===== config.mk =====
export PLATFORM = sky130hd
export DESIGN_NAME = vending_session_arbiter_flat
export DESIGN_NICKNAME = d
export VERILOG_FILES = /design/src/rtl/vending_session_arbiter_if.sv /design/src/rtl/vending_session_arbiter.sv /design/src/flat_wrapper.sv
export SDC_FILE = /design/constraint.sdc
export NUM_CORES = 1
export LEC_CHECK = 0
export ABC_CLOCK_PERIOD_IN_PS = 2500
export CAP_MARGIN = 20
export CORE_AREA = 5 5 75 77
export CTS_CLUSTER_SIZE = 24
export DETAILED_ROUTE_END_ITERATION = 12
export DIE_AREA = 0 0 80 82
export GPL_ROUTABILITY_DRIVEN = 0
export PLACE_DENSITY = 0.6
export SYNTH_ARGS = -nofsm -noshare
export SYNTH_HDL_FRONTEND = slang
export SYNTH_SLANG_ARGS = --single-unit

===== constraint.sdc =====
create_clock -name clk -period 2.5 [get_ports clk]
set_input_delay 0.25 -clock clk [delete_from_list [all_inputs] [get_ports clk]]
set_output_delay 0.25 -clock clk [all_outputs]
set_load 0.05 [all_outputs]

===== src/rtl/vending_session_arbiter_if.sv =====
// Slot-side and machine-side signals of the vending session arbiter.
// master = arbiter, slave = slot front-ends plus the VendingMachine.
interface vending_session_arbiter_if #(
  parameter int N_SLOTS = 4
);
  localparam int W = $clog2(N_SLOTS);

  logic [2*N_SLOTS-1:0] slot_coin;
  logic [N_SLOTS-1:0]   slot_coin_ready;
  logic [N_SLOTS-1:0]   slot_valid;
  logic [1:0]           vm_coin;
  logic                 vm_valid;
  logic                 vm_clear;
  logic [W-1:0]         owner;
  logic                 busy;
  logic                 err;

  modport master (
    input  slot_coin, vm_valid,
    output slot_coin_ready, slot_valid, vm_coin,
    output vm_clear, owner, busy, err
  );

  modport slave (
    output slot_coin, vm_valid,
    input  slot_coin_ready, slot_valid, vm_coin,
    input  vm_clear, owner, busy, err
  );
endinterface


===== src/rtl/vending_session_arbiter.sv =====
// Shares one VendingMachine among N coin slots, one purchase session
// at a time, round-robin grant, idle timeout with credit clear.
module vending_session_arbiter #(
  parameter int N_SLOTS = 4,
  parameter int TIMEOUT = 15,
  parameter int CLR_LEN = 2
) (
  input logic clk,
  input logic reset,
  vending_session_arbiter_if.master bus
);
  localparam int W = $clog2(N_SLOTS);

  typedef enum logic [1:0] {
    IDLE, SESSION, VEND, ABORT
  } state_t;

  state_t state, state_n;

  logic [W-1:0] owner, owner_n;
  logic [W-1:0] last, last_n;
  logic [W-1:0] pick, idx;
  logic         any;
  logic [7:0]   timer, timer_n;
  logic [2:0]   clr_cnt, clr_cnt_n;
  logic [1:0]   vm_coin, vm_coin_n;
  logic         vm_clear, vm_clear_n;
  logic         err, err_n;
  logic [N_SLOTS-1:0] slot_valid, slot_valid_n;
  logic [N_SLOTS-1:0] ready;
  logic [1:0]   coins [N_SLOTS];
  logic [1:0]   pick_coin, own_coin;

  // split the packed coin bus into per-slot values
  always_comb begin
    for (int i = 0; i < N_SLOTS; i++)
      coins[i] = bus.slot_coin[2*i +: 2];
  end

  // round-robin pick: first slot with a coin after last, wrapping
  always_comb begin
    pick = '0;
    idx  = '0;
    any  = 1'b0;
    for (int k = N_SLOTS; k >= 1; k--) begin
      idx = W'((int'(last) + k) % N_SLOTS);
      if (coins[idx] != 2'd0) begin
        pick = idx;
        any  = 1'b1;
      end
    end
  end

  assign pick_coin = coins[pick];
  assign own_coin  = coins[owner];

  // next-state and registered-output decode
  always_comb begin
    state_n      = state;
    owner_n      = owner;
    last_n       = last;
    timer_n      = timer;
    clr_cnt_n    = clr_cnt;
    vm_coin_n    = 2'd0;
    vm_clear_n   = 1'b0;
    err_n        = 1'b0;
    slot_valid_n = '0;
    ready        = '0;
    unique case (state)
      IDLE: begin
        if (any) begin
          ready[pick] = 1'b1;
          owner_n     = pick;
          timer_n     = 8'd0;
          state_n     = SESSION;
          if (pick_coin == 2'd3) err_n = 1'b1;
          else vm_coin_n = pick_coin;
        end
      end
      SESSION: begin
        if (bus.vm_valid) begin
          state_n             = VEND;
          slot_valid_n[owner] = 1'b1;
        end else if (own_coin != 2'd0) begin
          ready[owner] = 1'b1;
          timer_n      = 8'd0;
          if (own_coin == 2'd3) err_n = 1'b1;
          else vm_coin_n = own_coin;
        end else begin
          if (timer != 8'hFF) timer_n = timer + 8'd1;
          if (timer == 8'(TIMEOUT - 1)) begin
            state_n    = ABORT;
            clr_cnt_n  = 3'd0;
            vm_clear_n = 1'b1;
          end
        end
      end
      VEND: begin
        last_n  = owner;
        state_n = IDLE;
      end
      ABORT: begin
        if (clr_cnt == 3'(CLR_LEN - 1)) begin
          last_n  = owner;
          state_n = IDLE;
        end else begin
          clr_cnt_n  = clr_cnt + 3'd1;
          vm_clear_n = 1'b1;
        end
      end
    endcase
  end

  // state and output registers
  always_ff @(posedge clk or negedge reset) begin
    if (!reset) begin
      state      <= IDLE;
      owner      <= '0;
      last       <= W'(N_SLOTS - 1);
      timer      <= 8'd0;
      clr_cnt    <= 3'd0;
      vm_coin    <= 2'd0;
      vm_clear   <= 1'b0;
      err        <= 1'b0;
      slot_valid <= '0;
    end else begin
      state      <= state_n;
      owner      <= owner_n;
      last       <= last_n;
      timer      <= timer_n;
      clr_cnt    <= clr_cnt_n;
      vm_coin    <= vm_coin_n;
      vm_clear   <= vm_clear_n;
      err        <= err_n;
      slot_valid <= slot_valid_n;
    end
  end

  assign bus.slot_coin_ready = ready;
  assign bus.slot_valid      = slot_valid;
  assign bus.vm_coin         = vm_coin;
  assign bus.vm_clear        = vm_clear;
  assign bus.owner           = owner;
  assign bus.busy            = (state != IDLE);
  assign bus.err             = err;
endmodule


===== src/flat_wrapper.sv =====
// flat-port wrapper written by rule: the top's interface ports become plain ports
module vending_session_arbiter_flat 
#(
  parameter int N_SLOTS = 4,
  parameter int TIMEOUT = 15,
  parameter int CLR_LEN = 2
)
  (clk, reset, bus_slot_coin, bus_vm_valid, bus_slot_coin_ready, bus_slot_valid, bus_vm_coin, bus_vm_clear, bus_owner, bus_busy, bus_err);
  vending_session_arbiter_if #(.N_SLOTS(N_SLOTS)) bus_i ();
  input logic clk;
  input logic reset;
  input wire logic [$bits(bus_i.slot_coin)-1:0] bus_slot_coin;
  input wire logic [$bits(bus_i.vm_valid)-1:0] bus_vm_valid;
  output wire logic [$bits(bus_i.slot_coin_ready)-1:0] bus_slot_coin_ready;
  output wire logic [$bits(bus_i.slot_valid)-1:0] bus_slot_valid;
  output wire logic [$bits(bus_i.vm_coin)-1:0] bus_vm_coin;
  output wire logic [$bits(bus_i.vm_clear)-1:0] bus_vm_clear;
  output wire logic [$bits(bus_i.owner)-1:0] bus_owner;
  output wire logic [$bits(bus_i.busy)-1:0] bus_busy;
  output wire logic [$bits(bus_i.err)-1:0] bus_err;
  assign bus_i.slot_coin = bus_slot_coin;
  assign bus_i.vm_valid = bus_vm_valid;
  assign bus_slot_coin_ready = bus_i.slot_coin_ready;
  assign bus_slot_valid = bus_i.slot_valid;
  assign bus_vm_coin = bus_i.vm_coin;
  assign bus_vm_clear = bus_i.vm_clear;
  assign bus_owner = bus_i.owner;
  assign bus_busy = bus_i.busy;
  assign bus_err = bus_i.err;
  vending_session_arbiter #(.N_SLOTS(N_SLOTS), .TIMEOUT(TIMEOUT), .CLR_LEN(CLR_LEN)) u_core (.clk(clk), .reset(reset), .bus(bus_i));
endmodule

* Yosys cells after proc, flatten, opt, wreduce, memory -nomap -nowiden *
Cells that the tools add are included.

operators by class
  order comparisons = 10
  bitwise operators = 6
  reductions and logical operators = 17
  muxes and demuxes = 71
  equality and inequality tests = 17
  $add $sub $neg = 6

operators with widths
  kind                                                         count
  two-way mux 2 bit                                            27
  two-way mux 8 bit                                            4
  binary-select mux 2 bit (select 2 bit)                       6
  two-way mux 4 bit                                            5
  greater-or-equal comparator 3 bit (second input constant)    6
  NOT 2 -> 3 bit                                               6
  nonzero test 2 bit                                           9
  case mux 8 bit (2 select lines)                              1
  two-way mux 1 bit                                            15
  two-way mux 3 bit                                            4
  adder 8 x 1 -> 8 bit (second input constant)                 1
  equality test 2 bit (second input constant)                  4
  equality test 8 x 4 -> 1 bit (second input constant)         1
  != test 8 bit (second input constant)                        1
  case mux 2 bit (2 select lines)                              2
  case mux 2 bit (4 select lines)                              1
  case mux 4 bit (2 select lines)                              1
  AND reduction 4 bit                                          2
  less-than comparator 2 x 3 -> 1 bit (second input constant)  2
  != test 2 x 1 -> 1 bit (second input constant)               3
  != test 2 bit (second input constant)                        3
  case mux 3 bit (2 select lines)                              1
  AND reduction 5 bit                                          1
  adder 2 x 1 -> 2 bit (second input constant)                 2
  13 further kinds                                             19

word-level totals
  bits of input ports = 11
  register bits after elaboration = 25

* Longest topological paths before layout *
Gate-level depths: netlist of the first run.

  word-level depth = 18
  gate-level depth with buffers = 9
  gate-level depth less buffers = 7

* Worst setup path before layout of the first run *
Ideal clock, no wire load.

  kind = reg-to-output
  start point = register u_core.owner[0], in the netlist u_core.bus.owner[0]
  end point = output port bus_slot_coin_ready[0]
  stages on the path, launching flop included = 6
  slack = -366 ps
  required time = 2250 ps
  data arrival time = 2616 ps
  buffers on the path = 1
  cells stage by stage = dfrtp_1 > buf_6 > mux4_2 > or2_1 > nand2_1 > o32ai_1

on the way
  word-level cells in the longest chain between the ends = 8
  elaborated cells on any way between the ends = 13

RTL lines
  what                                                                                         line                            RTL
  from (decl)                                                                                  vending_session_arbiter.sv:20   logic [W-1:0] owner, owner_n;
  from (signal assigned)                                                                       vending_session_arbiter.sv:128  owner <= owner_n;
  parallel branches: the longest is 5 deep, another holds less-than comparator 2 x 3 -> 1 bit  -
  two-way mux 4 bit (*)                                                                        vending_session_arbiter.sv:84   end else if (own_coin != 2'd0) begin
  two-way mux 4 bit (*)                                                                        vending_session_arbiter.sv:81   if (bus.vm_valid) begin
  case mux 4 bit (2 select lines) (*)                                                          vending_session_arbiter.sv:69   unique case (state)
  to (decl)                                                                                    flat_wrapper.sv:14              output wire logic [$bits(bus_i.slot_coin_ready)-1:0] bus_slot_coin_ready;

Every way passes the cells marked *. The select of a mux whose other input is x is not followed.

* Worst setup path after layout of the first run *
  start point = register u_core.owner[0], in the netlist u_core.bus.owner[0]
  end point = output port bus_slot_coin_ready[2]

The elaborated chain is that of the path after synthesis.

==> out/results.txt, run 1 <==
CTS max path bufs: 2
Worst hold-check path type: in2async
Post-synthesis adder-cell area fraction: 3.35%
Syn Inst Count: 159
Reg2reg setup slack: 0.31 ns
Met3 routed WL: 152 um
Worst skew pair latency: 0.27 ns
Slew Limit Fails: 0
Crit-path max cell delay: 0.59 ns
Post-Syn Nets: 174
Ys flop type: dfrtp_1
Root Driver: clkbuf_8
Post-DP HPWL: 2.58 mm
Post_cts resized: 0
Post-Synth XOR/XNOR Area: 1.17%
Worst-margin pin slew: 0.531 ns
Pre-Repair DR Iteration Count: 4
Maximum clock rate: 0.424 GHz
First-pass GRT wire length: 5.81 mm
CTS Buf Count: 3
Core Area: 4940 sq um
Max_cap viols: 0
Die X: 80 um
Clk slew on worst S/H paths: 0.09 ns
Starting Density: 30.2%
Post-CTS Setup Bufs: 0
Post-synth EDFFs: 0
GRT Util Overall: 11.1%
# clock sinks: 25
Status: completed
Initial antenna violation count: 0
DR vias/cell: 4.90
Met2 WL: 1.55 mm
Starting DRT DRC Count: 40
Post-route DRC: 0
Die H: 82 um
Worst-path cell chain: mux4_2 > or2_1 > nand2_1 > o22ai_1 > buf_12
Hold Vio Cnt, Final: 0
CP Capture Type: primary output
Worst EP required: 2.25 ns
Post-synthesis area per instance: 9.40 sq um
PortBufs: 25
Synth-to-Final Area Change: 34.1%
Reg2Reg Capture Point: u_core.timer[4]
Simple-Gate Fraction of Synth Area: 23.1%
Hold Buf Count CTS: 0
Startpoint Class: flip-flop
DR top layer: met4
Ant. Diodes: 0
IO Count: 26
Final hold slack: 0.339 ns
Fill count: 507
RSZ-0062 raised after global routing: false
Routed len/inst: 12.6 um
Share of flip-flops with an asynchronous set or reset: 100%
Buf/Inv on CP: 1
Post-Syn Area: 1500 sq um
Gr ovfl total: 0
Slew HR: 64.3%
Ys Warns: 0
Worst R2R Start: u_core.bus.owner[0]
Pin count of the biggest net entering global routing: 26
Fin crit period: 2.36 ns
FF+latch count, synth: 25
Post-Route M1 WL: 1.62 mm
Final nets: 213
Arrival @ worst endpoint: 2.11 ns
Core Rows: 26
Post-synth top area share: 38.5%
Via count of the routed design: 1,309
WS Path Type: reg2out
Largest family of logic cells by synthesized area: simple AND/OR/NAND/NOR gates
Routed Antenna Nets: 0
Synth area leaders: dfrtp_1 38%, nand2_1 4.3%, nor2_1 4.0%
Leak: 0.835 nW
Max IR drop VDD: 0.700 mV
R2R depth: 6
TritonCTS clock tree: done
Setup slack after layout: 0.140 ns
Register area: 628 sq um
Die area: 6560 sq um
Sequential share of the synthesized area: 42.0%
CP Max Fanout: 5
Cell Pwr Density: 1220 nW/um^2
Post-synthesis compound-gate area fraction: 20.0%
Mux contribution to synthesized area: 5.86%
Cell variety after synth: 44
Area of the multi-input gates: 813 sq um
Pre-CTS setup slack: 0.0578 ns
Htree depth: 1
CP top delay family: multiplexers
Clk_skew: 0.00702 ns
Share of layout cells above drive strength 1: 17.3%
Setup Viol. Count Final: 0
Slowest CP cell: mux4_2
Vias in the first global route: 1,276
Post-Route WL: 3.36 mm
Period Utilization, post-route: 94.4%
Area leader, netlist: dfrtp_1
## Yosys cell counts (3+ instances only)
cell type	count
dfrtp_1	23
nand2_1	17
nor2_1	16
o21ai_1	9
inv_1	8
nand2b_1	7
nand3_1	6
o21ai_0	5
a21oi_1	4
ha_1	4
nor3_1	4
o22ai_1	4
or2_1	4
a22oi_1	3
buf_6	3
## final cells by class
cell class / count / share of cell area [%]
multi-input combinational: 122 / 40.6
sequential: 25 / 31.3
timing repair buffer: 38 / 20.0
tap: 70 / 4.37
clock buffer: 4 / 2.25
inverter: 8 / 1.50
## logic make-up after synthesis
| family | Yosys count |
|---|---|
| compound gates | 43 |
| mux | 6 |
| buf+inv | 12 |
| fa+ha+maj | 4 |
| simple gates | 67 |
| flops | 25 |
| xor+xnor | 2 |
## how the worst max path moves through the flow
stage | start | end | slack (ns) | depth (start not counted)
2_1_floorplan | u_core.state[0] | bus_slot_coin_ready[2] | -0.20 | 5
3_3_place_gp | bus_slot_coin[1] | u_core.timer[4] | 0.04 | 7
3_5_place_dp | bus_slot_coin[7] | u_core.timer[4] | 0.06 | 7
4_1_cts | u_core.bus.owner[0] | bus_slot_coin_ready[2] | 0.12 | 5
5_1_grt | bus_slot_coin[0] | bus_slot_coin_ready[3] | 0.00002 | 7
6_report | u_core.bus.owner[0] | bus_slot_coin_ready[2] | 0.14 | 5
## worst register-to-register path, cell delays in order, from the launching register on
cell	delay [ns]
dfrtp_1	0.45
mux4_2	0.59
or3_1	0.49
o22ai_4	0.27
nor3_1	0.10
xnor2_1	0.15
nor2_1	0.06
## cell usage in the layout, fill, tap and decap left out, types with 4 or more instances in the layout
| cell | n |
|---|---|
| dfrtp_1 | 23 |
| clkdlybuf4s50_1 | 21 |
| nand2_1 | 17 |
| nor2_1 | 16 |
| buf_4 | 12 |
| o21ai_1 | 9 |
| inv_1 | 8 |
| nand2b_1 | 7 |
| nand3_1 | 6 |
| o21ai_0 | 5 |
| buf_12 | 5 |
| or2_1 | 4 |
| nor3_1 | 4 |
| a21oi_1 | 4 |
| ha_1 | 4 |
## routing by layer
metal | vias to the layer above | track usage (%)
met2 | 28 | 18.0
met4 | 0 | 3.55
li1 | 657 | -
met5 | - | 0
met1 | 620 | 14.9
met3 | 4 | 2.08
## metrics by stage
| step | utilization [%] | total power, mW | setup TNS (ns) | instances | area (sq um) |
|---|---|---|---|---|---|
| 2_1_floorplan | - | 1.68 | -0.396 | 159 | 1510 |
| 3_3_place_gp | 39.6 | 2.21 | 0 | 263 | 1960 |
| 3_5_place_dp | 39.6 | 2.22 | 0 | 263 | 1960 |
| 4_1_cts | 40.5 | 2.47 | 0 | 267 | 2000 |
| 5_1_grt | 40.5 | 2.64 | 0 | 267 | 2000 |
| 6_report | 40.5 | 2.45 | 0 | 267 | 2000 |
## sequential cells by signal, summed over array words and instances (netlist names)
signal                 cells
u_core.bus.vm_clear        1
u_core.timer               8
u_core.bus.vm_coin         2
u_core.bus.owner           2
u_core.last                2
u_core.clr_cnt             3
u_core.bus.err             1
u_core.state               2
u_core.bus.slot_valid      4
## power breakdown
part / switching, mW / internal [mW]
Sequential: 0.121 / 0.527
Combinational: 0.881 / 0.672
Clock: 0.132 / 0.114
Total: 1.13 / 1.31
Power figures use the tool's default switching activity.
==> inputs of run 2 (changes only) <==
- GPL_ROUTABILITY_DRIVEN: 0 -> default
- SETUP_SLACK_MARGIN: default -> 0.4
==> out/results.txt, run 2 (synthesized netlist as in run 1, its figures left out) <==
DR vias/cell: 5.01
PortBufs: 25
Vias in the first global route: 1,362
Gr ovfl total: 0
Slew Limit Fails: 0
Setup Viol. Count Final: 0
Fin crit period: 2.16 ns
Worst-margin pin slew: 0.500 ns
Core Area: 4940 sq um
Power Total: 2.89 mW
Startpoint Class: flip-flop
Routed len/inst: 13.7 um
Commonest non-fill, non-tap cell in the layout: buf_4
Final hold slack: 0.350 ns
Die X: 80 um
Hold Buf Count CTS: 0
Post-Route WL: 3.87 mm
TNS Setup: 0 ns
Post-route DRC: 0
Final Wtd Congestion: 0.802
WS Path Type: reg2out
Worst EP required: 2.25 ns
Starting Density: 30.2%
Die H: 82 um
Finished Layout Cells: 282
Post-DP HPWL: 2.72 mm
Max_cap viols: 0
TritonCTS clock tree: done
IO Count: 26
Ant. Diodes: 0
Clk_skew: 0.00319 ns
Worst skew pair latency: 0.26 ns
RSZ-0062 raised after global routing: true
Synth-to-Final Area Change: 54.6%
Max IR drop VDD: 0.475 mV
Most flops, register: u_core.timer
Cell Pwr Density: 1250 nW/um^2
Routed Antenna Nets: 0
Root Driver: clkbuf_8
Pre-Repair DR Iteration Count: 4
Maximum clock rate: 0.463 GHz
Regs by FF count: u_core.timer (8), u_core.bus.slot_valid (4), u_core.clr_cnt (3)
CTS max path bufs: 2
Final nets: 228
Fin util: 46.8%
Hold Vio Cnt, Final: 0
Initial antenna violation count: 0
Worst hold-check path type: in2async
Leak: 0.947 nW
Clk slew on worst S/H paths: 0.09 ns
Pin count of the biggest net entering global routing: 26
CP Max Fanout: 5
First-pass GRT wire length: 6.30 mm
Placed cells: 266
Period Utilization, post-route: 86.5%
Slew HR: 66.6%
# clock sinks: 25
Via count of the routed design: 1,414
Arrival @ worst endpoint: 1.91 ns
Starting DRT DRC Count: 70
Htree depth: 1
Largest register FFs: 8
CTS Buf Count: 3
Die area: 6560 sq um
Core Rows: 26
CP Capture Type: primary output
Share of layout cells above drive strength 1: 36.8%
Commonest cells after routing, fill and taps aside: 22 x buf_4, 21 x dfrtp_1, 15 x nand2_1, 15 x clkdlybuf4s50_1, 13 x nor2_1
Status: completed
GRT Util Overall: 12.0%
[run 2: cell types whose count changed in the layout (fill, tap and decap cells not counted), sizes merged]
cell,change
clkdlybuf4s50,-6
buf,+14
o22ai,+1
dlygate4sd2,+6
[run 2: worst paths after layout]
path | startpoint | to | slack [ns] | cells past startpoint
setup / recovery | u_core.last[0] | bus_slot_coin_ready[0] | 0.34 | 7
hold / removal | reset | u_core.bus.slot_valid[2] | 0.35 | 2
setup reg to reg | u_core.bus.owner[0] | u_core.timer[7] | 0.34 | 6
hold reg to reg | u_core.timer[0] | u_core.timer[0] | 0.50 | 1
max in group asynchronous | reset | u_core.last[0] | 1.86 | 2
min in group clk | u_core.timer[0] | u_core.timer[0] | 0.50 | 1
[run 2: per-stage QoR]
stage | cell area (sq um) | worst slack (ns)
3_3_place_gp | 2040 | 0.0767
4_1_cts | 2240 | 0.324
6_report | 2310 | 0.339
5_1_grt | 2310 | 0.245
2_1_floorplan | 1590 | 0.193
3_5_place_dp | 2040 | 0.0627
[run 2: final cells by class]
| class | count | area, sq um |
|---|---|---|
| repair buffers | 52 | 495 |
| well taps | 70 | 87.6 |
| fillers | 475 | 2630 |
| flip-flops and latches | 25 | 631 |
| clock buffers | 4 | 45.0 |
| inverters | 8 | 30.0 |
| multi-input cells | 123 | 1020 |
[run 2: critical path: stages, from the launching register on]
cell,delay (ns)
dfstp_2,0.58
nor2b_2,0.05
a22oi_2,0.27
o311ai_4,0.18
buf_4,0.16
buf_4,0.13
o32ai_4,0.09
buf_6,0.19
[run 2: power by group]
part | total (mW) | internal, mW | switching (mW)
combinational | 2.01 | 0.922 | 1.09
clock | 0.238 | 0.114 | 0.124
sequential | 0.647 | 0.530 | 0.117
total | 2.89 | 1.57 | 1.33
[run 2: layer usage]
metal | global-route usage [%] | part of all wire [%] | up-vias
li1 | - | - | 695
met1 | 15.5 | 45 | 684
met2 | 20.8 | 50 | 33
met3 | 2.08 | 3.7 | 2
met4 | 3.21 | 0.49 | 0
met5 | 0 | 0 | -
[run 2: repair_timing]
action	CTS	global route
buffers inserted	8	3
endpoints found under the setup margin	9	15
resized for setup	29	12
pin swaps	13	13
gates cloned	1	0
